File: src/rtl/pipe_ctrl_pkg.sv
// Shared constants and types for the pipeline sequencing controller.
package pipe_ctrl_pkg;

   // Stall vector bit positions, one per pipeline register.
   localparam int unsigned STALL_PC  = 0;
   localparam int unsigned STALL_IF  = 1;
   localparam int unsigned STALL_ID  = 2;
   localparam int unsigned STALL_EX  = 3;
   localparam int unsigned STALL_MEM = 4;
   localparam int unsigned STALL_WB  = 5;

   // Stall vector encodings: freeze pc..id for load-use, pc..ex for multi-cycle.
   localparam logic [5:0] STALL_NONE = 6'b000000;
   localparam logic [5:0] STALL_LU   = 6'b000111;
   localparam logic [5:0] STALL_MC   = 6'b001111;

   // Controller states.
   typedef enum logic {
      ST_IDLE = 1'b0,
      ST_BUSY = 1'b1
   } state_e;

endpackage : pipe_ctrl_pkg

File: src/rtl/pipe_ctrl_hazard_detect.sv
// Load-use hazard detection: a load in ex whose destination is read by decode
// cannot be forwarded in time. Register $0 never creates a hazard.
module pipe_ctrl_hazard_detect (
   input  logic       id_re1_i,
   input  logic [4:0] id_raddr1_i,
   input  logic       id_re2_i,
   input  logic [4:0] id_raddr2_i,
   input  logic       ex_is_load_i,
   input  logic [4:0] ex_waddr_i,
   output logic       lu_o
);

   logic hit1;
   logic hit2;

   // Compare each enabled decode read port against the ex load destination.
   always_comb begin
      hit1 = id_re1_i && (id_raddr1_i == ex_waddr_i);
      hit2 = id_re2_i && (id_raddr2_i == ex_waddr_i);
      lu_o = ex_is_load_i && (hit1 || hit2) && (ex_waddr_i != 5'd0);
   end

endmodule : pipe_ctrl_hazard_detect

File: src/rtl/pipe_ctrl.sv
// Pipeline sequencing controller: load-use stalls, multi-cycle execute
// sequencing, flush handling and a saturating stall-cycle counter.
module pipe_ctrl
   import pipe_ctrl_pkg::*;
#(
   parameter int unsigned CNT_W  = 6,
   parameter int unsigned PERF_W = 32
) (
   input  logic              clk,
   input  logic              rst,
   input  logic              id_re1_i,
   input  logic [4:0]        id_raddr1_i,
   input  logic              id_re2_i,
   input  logic [4:0]        id_raddr2_i,
   input  logic              ex_is_load_i,
   input  logic [4:0]        ex_waddr_i,
   input  logic              ex_mc_start_i,
   input  logic [CNT_W-1:0]  ex_mc_cycles_i,
   input  logic              flush_req_i,
   output logic [5:0]        stall_o,
   output logic              flush_o,
   output logic              mc_busy_o,
   output logic              mc_last_o,
   output logic [CNT_W-1:0]  mc_cnt_o,
   output logic [PERF_W-1:0] stall_cnt_o
);

   state_e            state_q, state_d;
   logic [CNT_W-1:0]  cnt_q, cnt_d;
   logic [PERF_W-1:0] stall_cnt_q, stall_cnt_d;
   logic              lu;

   pipe_ctrl_hazard_detect u_hazard_detect (
      .id_re1_i     (id_re1_i),
      .id_raddr1_i  (id_raddr1_i),
      .id_re2_i     (id_re2_i),
      .id_raddr2_i  (id_raddr2_i),
      .ex_is_load_i (ex_is_load_i),
      .ex_waddr_i   (ex_waddr_i),
      .lu_o         (lu)
   );

   // Next-state and combinational outputs; priority flush > multi-cycle > load-use.
   always_comb begin
      state_d   = state_q;
      cnt_d     = cnt_q;
      stall_o   = STALL_NONE;
      flush_o   = 1'b0;
      mc_busy_o = 1'b0;
      mc_last_o = 1'b0;
      case (state_q)
         ST_IDLE: begin
            if (flush_req_i) begin
               flush_o = 1'b1;
            end else if (ex_mc_start_i && (ex_mc_cycles_i >= CNT_W'(2))) begin
               stall_o   = STALL_MC;
               mc_busy_o = 1'b1;
               cnt_d     = ex_mc_cycles_i - CNT_W'(1);
               state_d   = ST_BUSY;
            end else if (lu) begin
               stall_o = STALL_LU;
            end
         end
         ST_BUSY: begin
            mc_busy_o = 1'b1;
            if (flush_req_i) begin
               flush_o = 1'b1;
               cnt_d   = '0;
               state_d = ST_IDLE;
            end else if (cnt_q > CNT_W'(1)) begin
               stall_o = STALL_MC;
               cnt_d   = cnt_q - CNT_W'(1);
            end else begin
               mc_last_o = 1'b1;
               cnt_d     = '0;
               state_d   = ST_IDLE;
            end
         end
         default: begin
            state_d = ST_IDLE;
            cnt_d   = '0;
         end
      endcase
      // While reset is held every output reads zero, even the combinational ones.
      if (!rst) begin
         stall_o   = STALL_NONE;
         flush_o   = 1'b0;
         mc_busy_o = 1'b0;
         mc_last_o = 1'b0;
      end
   end

   // Saturating count of cycles with any stall bit set.
   always_comb begin
      stall_cnt_d = stall_cnt_q;
      if ((stall_o != STALL_NONE) && (stall_cnt_q != '1)) begin
         stall_cnt_d = stall_cnt_q + PERF_W'(1);
      end
   end

   // State, down-counter and performance counter registers.
   always_ff @(posedge clk or negedge rst) begin
      if (!rst) begin
         state_q     <= ST_IDLE;
         cnt_q       <= '0;
         stall_cnt_q <= '0;
      end else begin
         state_q     <= state_d;
         cnt_q       <= cnt_d;
         stall_cnt_q <= stall_cnt_d;
      end
   end

   assign mc_cnt_o    = cnt_q;
   assign stall_cnt_o = stall_cnt_q;

endmodule : pipe_ctrl

File: config.mk
export PLATFORM = sky130hd
export DESIGN_NAME = pipe_ctrl
export DESIGN_NICKNAME = d
export VERILOG_FILES = /design/src/rtl/pipe_ctrl_pkg.sv /design/src/rtl/pipe_ctrl_hazard_detect.sv /design/src/rtl/pipe_ctrl.sv
export SDC_FILE = /design/constraint.sdc
export NUM_CORES = 1
export LEC_CHECK = 0
export ABC_CLOCK_PERIOD_IN_PS = 2260
export CAP_MARGIN = 20
export CORE_AREA = 3 3 74 76
export DETAILED_ROUTE_END_ITERATION = 10
export DIE_AREA = 0 0 77 79
export GPL_ROUTABILITY_DRIVEN = 0
export PLACE_DENSITY = 0.78
export REMOVE_ABC_BUFFERS = 1
export SLEW_MARGIN = 20
export SYNTH_ARGS = -nofsm -noshare
export SYNTH_HDL_FRONTEND = slang
export SYNTH_SLANG_ARGS = --single-unit
export TNS_END_PERCENT = 30
File: constraint.sdc
create_clock -name clk -period 2.26 [get_ports clk]
set_input_delay 0.452 -clock clk [delete_from_list [all_inputs] [get_ports clk]]
set_output_delay 0.452 -clock clk [all_outputs]
set_load 0.02 [all_outputs]
* After elaboration in Yosys (flattened, before gate mapping)
Cells that the tools add are included.
** Word-level totals
- Logic and storage cells :: 49
- Input bits :: 28
- Output and inout bits :: 47
- Register bits after elaboration :: 39
** Cells by class
- $add $sub $neg :: 3
- Multiplexer cells :: 25
- Bitwise operators :: 1
- Reduce and logical (&&, ||, !) cells :: 10
- Equality and inequality tests :: 5
- Order comparisons :: 2
** Operators with widths (count)
- $add A32 B1 Y32 const B :: 1
- $ne A32 B32 Y1 const B :: 1
- $mux W6 :: 5
- $pmux W6 S2 :: 2
- $mux W4 :: 4
- $sub A6 B1 Y6 const B :: 2
- $mux W1 :: 11
- $eq A5 B5 Y1 :: 2
- $ge A6 B2 Y1 const B :: 1
- $gt A6 B1 Y1 const B :: 1
- $logic_and A1 B1 Y1 :: 6
- $reduce_bool A6 Y1 :: 1
- $reduce_bool A5 Y1 :: 1
- $ne A2 B2 Y1 const B :: 2
- $pmux W1 S2 :: 2
- $mux W3 :: 1
- $reduce_and A2 Y1 :: 1
- $logic_or A1 B1 Y1 :: 1
- $not A1 Y1 :: 1

* Depth between registers and ports, before layout
- Depth after elaboration :: 12
- Gate-level depth with buffers :: 10
- Depth with buffers taken out :: 9

* Cells and area by module
From an unflattened synthesis, not the netlist that was laid out.
** Second synthesis, totals
- Cells, all modules :: 257
- Area total of the unflattened synthesis :: 2423.6 um^2
** By module, submodules not included
- pipe_ctrl :: instances 1, area each 2296.0 um^2, cells each 240, sequential area each 975.9 um^2
- pipe_ctrl_hazard_detect :: instances 1, area each 127.6 um^2, cells each 17, sequential area each 0.0 um^2

* Worst setup path after synthesis
No wires, ideal clock.
- Path type :: reg2reg
- Start :: register cnt_q[0], in the netlist mc_cnt_o[0]
- End :: register stall_cnt_q[6], in the netlist stall_cnt_o[6]
- Stages on the path, launching flop included :: 9
- Data arrival time :: 2203 ps
- Buffers on the path :: 0
- Data required time :: 2131 ps
- Clock period less this slack :: 2332 ps
- Setup time :: 129 ps
- Path slack :: -72 ps
- Path through :: dfrtp_1 > inv_1 > ha_1 > o21ai_0 > a22oi_2 > o22ai_2 > o21a_4 > or3b_1 > xnor2_1
** Between the ends
- Longest elaborated chain between the ends :: 7
** RTL lines
- from (decl) :: RTL line pipe_ctrl.sv:29 : logic [CNT_W-1:0] cnt_q, cnt_d;
- from (signal assigned) :: RTL line pipe_ctrl.sv:109 : cnt_q <= cnt_d;
- $gt A6 B1 Y1 :: RTL line pipe_ctrl.sv:70 : end else if (cnt_q > CNT_W'(1)) begin
- $mux W4 :: RTL line pipe_ctrl.sv:70
- $mux W4 :: RTL line pipe_ctrl.sv:66 : if (flush_req_i) begin
- $pmux W6 S2 :: RTL line pipe_ctrl.sv:51 : case (state_q)
- $mux W6 :: RTL line pipe_ctrl.sv:85 : if (!rst) begin
- named net stall_o[0] :: RTL line pipe_ctrl.sv:20 : output logic [5:0] stall_o,
- $reduce_bool A6 Y1 :: RTL line pipe_ctrl.sv:96 : if ((stall_o != STALL_NONE) && (stall_cnt_q != '1)) begin
- $logic_and A1 B1 Y1 :: RTL line pipe_ctrl.sv:96
- to (signal assigned) :: RTL line pipe_ctrl.sv:110 : stall_cnt_q <= stall_cnt_d;
- to (decl) :: RTL line pipe_ctrl.sv:30 : logic [PERF_W-1:0] stall_cnt_q, stall_cnt_d;
The timed path passes the listed nets, and every way through them passes these cells. The select of a mux whose other input is x is not followed.
A chain may end at the register's enable or synchronous reset.

* Final worst setup path
- Start :: input ex_waddr_i[2]
- End :: output stall_o[1]
** Between the ends
- Longest elaborated chain between the ends :: 10
- Elaborated cells between the ends (all ways) :: 13
- Classes of those cells :: 2 x eq/ne; 5 x mux; 6 x reduce/logical
** RTL lines
- from (decl) :: RTL line pipe_ctrl.sv:16 : input logic [4:0] ex_waddr_i,
- $eq A5 B5 Y1 (on tied branches) :: RTL line pipe_ctrl_hazard_detect.sv:18, pipe_ctrl_hazard_detect.sv:19
- $logic_and A1 B1 Y1 (on tied branches) :: RTL line pipe_ctrl_hazard_detect.sv:18, pipe_ctrl_hazard_detect.sv:19
- $logic_or A1 B1 Y1 :: RTL line pipe_ctrl_hazard_detect.sv:20 : lu_o = ex_is_load_i && (hit1 || hit2) && (ex_waddr_i != 5'd0);
- $logic_and A1 B1 Y1 :: RTL line pipe_ctrl_hazard_detect.sv:20
- $logic_and A1 B1 Y1 (*) :: RTL line pipe_ctrl_hazard_detect.sv:20
- $mux W3 (*) :: RTL line pipe_ctrl.sv:60 : end else if (lu) begin
- $mux W4 (*) :: RTL line pipe_ctrl.sv:55 : end else if (ex_mc_start_i && (ex_mc_cycles_i >= CNT_W'(2))) begin
- $mux W4 (*) :: RTL line pipe_ctrl.sv:53 : if (flush_req_i) begin
- $pmux W6 S2 (*) :: RTL line pipe_ctrl.sv:51
- $mux W6 (*) :: RTL line pipe_ctrl.sv:85
- to (decl) :: RTL line pipe_ctrl.sv:20
Every way passes the cells marked *; elsewhere a longest branch is shown, timed or not. The select of a mux whose other input is x is not followed.

==> impl_results.md <==
* Status: finished clean
* Via density at 5.07
* RSZ-0062 raised after global routing: yes
* Switching power total at 658 uW
* Leakage at 0.00151 uW
* DIE AREA at 6080 um^2
* DRT Wirelength at 5630 um
* Core area at 4790 um^2
* Crit path arrival time at 1800 ps
* Crit-path max FO at 3
* Period utilization at 99.5%
* Antenna-violating nets left at 0
* Clk pwr share at 24.3%
* Largest net degree at the start of global routing at 40
* Worst hold path class: in -> async
* Simple-gate share of the synthesized area at 22.1%
* Clock sink count at 39
* Detailed Routing Iterations Pass 1 at 4
* CTS root buffer: clkbuf_8
* Setup crit end kind: output pin
* Area delta synth->final at 56.5%
* Number of global-route vias before repair at 2060
* Post-Syn Area per Cell at 9.83 um^2
* ANT cells at 0
* MaxCap Viol Count at 0
* Num CTS Buffers at 5
* Clock Skew at 5.33 ps
* Reg2Reg Capture Point: stall_cnt_o[6]
* Ys async rst share at 100%
* H-tree depth at 2
* Final min period at 2250 ps
* Routed length per placed instance at 14.1 um
* Vias at 2022
* Synth top area cells: dfrtp_1 45%, xnor2_1 13%, xor2_1 5.2%
* Final Instance Count excl. Fillers at 399
* Largest family of logic cells by synthesized area: simple AND/OR/NAND/NOR gates
* Cell variety after synth at 38
* Top FF cell, synth: dfrtp_1
* Post-Synth Adder-Cell Area at 2.85%
* Worst reg-to-reg path cell count at 9
* Hpwl dp at 3950 um
* Top-count cell post-synth: dfrtp_1
* Max Buffers Root-to-Sink at 2
* Inst Count DP at 381
* Syn Inst Count at 223
* Sw frac at 31.6%
* Worst path max stage delay at 510 ps
* Initial Util at 45.8%
* CP required at 1810 ps
* Syn. warnings at 0
* Slowest cell on crit path: or4_1
* Global-route wire length before repair at 9520 um
* Commonest cells in the netlist: 39 x dfrtp_1, 32 x xnor2_1, 19 x nor2_1
* DP Worst Slack at -696 ps
* Maximum clock frequency at 445 MHz
* Initial DRC count at 76
* Worst IR drop on VDD at 0.000673 V
* Number of synthesized flops with an enable pin at 0
* Site Rows at 25
* Seq cells post-synth at 39
* Int Pwr at 1430 uW
* Worst-skew pair later-pin latency at 280 ps
* Seq pwr share at 41.2%
* Initial antenna violation count at 0
* Critical path class: in -> out
* Die width at 77 um
* CTS tree: done
* CP top delay family: simple AND/OR/NAND/NOR gates
* Buf+Inv Stages, Crit Path at 3
* R2R setup slack at 70 ps
* Startpoint type of the worst setup path: input pin
* Setup WS post-layout at 11.7 ps
* DRC violations left at 0
* Cell area after synthesis at 2190 um^2
* CP Cell Sequence: clkdlybuf4s15_2, or4_1, nor2_1, nand4bb_1, o22ai_2, buf_6, buf_6
* Sequential area share after synthesis at 44.5%
* Synth Area in Compound Gates at 7.71%
* Final hold vios at 0
* Finished Core Util at 71.7%
* Worst-case hold slack at 275 ps
* Gr usage total at 19.2%
* Leading area contributor after synthesis: dfrtp_1
* Die Ht at 79 um
* Multiplexer share of the synthesized area at 0.514%
* Synth Area in XOR/XNOR at 18.0%
* Critical R2R Launch: mc_cnt_o[0]
* Layout Nets at 364
* Number of primary I/O pins at 75
* Combinational Power Share at 34.5%
* CP most frequent cell: buf_6
* Clock transition at path regs at 70 ps
* Port buffer count at 72
* Power, Total at 2080 uW
* Final setup violation count at 0
* Power Dens Cells at 607 nW/um^2
* Max Slew Vio Count at 0
* Share of the synthesized area in the top cell type at 44.5%
* Layout cells sized above 1 at 22.6%
* GRT overflow at 0
through the flow:
stage / cell area (um^2) / setup TNS [ps]
3_3_place_gp: 3170 / -14540
5_1_grt: 3430 / -322
6_report: 3430 / 0
3_5_place_dp: 3170 / -16950
4_1_cts: 3360 / 0
2_1_floorplan: 2130 / -7280
layer usage:
metal	GRT usage, %	wire [um]
met1	23.8	2480
met2	32.9	2740
met3	6.35	380
met4	3.74	31
met5	0	0
final cells by class:
cell class / count / area [um^2]
inverters: 7 / 26.3
multi-input cells: 166 / 1210
flip-flops and latches: 39 / 976
clock buffers: 8 / 100
well taps: 67 / 83.8
fillers: 371 / 1360
repair buffers: 112 / 1030
worst max path at each step:
stage                           start             end  cells after the start
floorplan                 mc_cnt_o[0]  stall_cnt_o[6]                      8
global placement    ex_mc_cycles_i[0]      stall_o[2]                      8
detailed placement  ex_mc_cycles_i[0]      stall_o[1]                      8
CTS                 ex_mc_cycles_i[5]      stall_o[1]                      7
global route              mc_cnt_o[2]      stall_o[2]                      7
finish                  ex_waddr_i[2]      stall_o[1]                      7
layout by cell type (no fill, tap or decap), types with 5 or more instances in the layout:
cell / netlist / routed
clkdlybuf4s50_1: 0 / 48
dfrtp_1: 39 / 39
buf_4: 4 / 35
xnor2_1: 32 / 31
nor2_1: 19 / 18
nand3_1: 17 / 17
xor2_1: 13 / 13
nand4_1: 11 / 11
dlygate4sd2_1: 0 / 11
nand2_1: 10 / 9
o21ai_0: 9 / 8
clkbuf_8: 0 / 7
and3_1: 6 / 6
buf_6: 0 / 6
and2_1: 5 / 5
and4_1: 5 / 5
flip-flops by register name (all words and copies together) (netlist names):
signal	flops
mc_cnt_o	6
stall_cnt_o	32
state_q	1
power by group through the flow:
| stage | Sequential [uW] | Combinational (uW) | Clock [uW] |
|---|---|---|---|
| 2_1_floorplan | 942 | 193 | 0 |
| 3_3_place_gp | 852 | 644 | 0 |
| 3_5_place_dp | 853 | 653 | 0 |
| 4_1_cts | 844 | 680 | 524 |
| 5_1_grt | 869 | 782 | 553 |
| 6_report | 859 | 719 | 507 |
what timing repair did:
item / 4_1_cts / 5_1_grt
gates resized for setup: 63 / 14
hold buffers: 0 / 0
gates cloned: 0 / 0
pin swaps: 13 / 15
buffers inserted: 8 / 3
setup endpoints to repair: 37 / 31
worst reg2reg max path: stages (launching register included):
cell and delay, ps:
dfrtp_1 420, inv_2 80, ha_4 170, o211ai_1 210, nand4bb_1 150, o22ai_2 170
buf_4 170, o21a_4 170, or3b_4 400, xnor2_2 140
kinds of logic (layout without fill, tap and decap cells):
family                     Yosys count  after routing
other                                1              2
AOI/OAI and AO/OA                   24             24
adders and majority gates            5              5
xor gates and xnor gates            45             45
DFF                                 39             39
buffers and inverters               19            127
muxes                                1              1
and+or+nand+nor                     89             89
No activity file was read; power rests on OpenSTA's default activity.
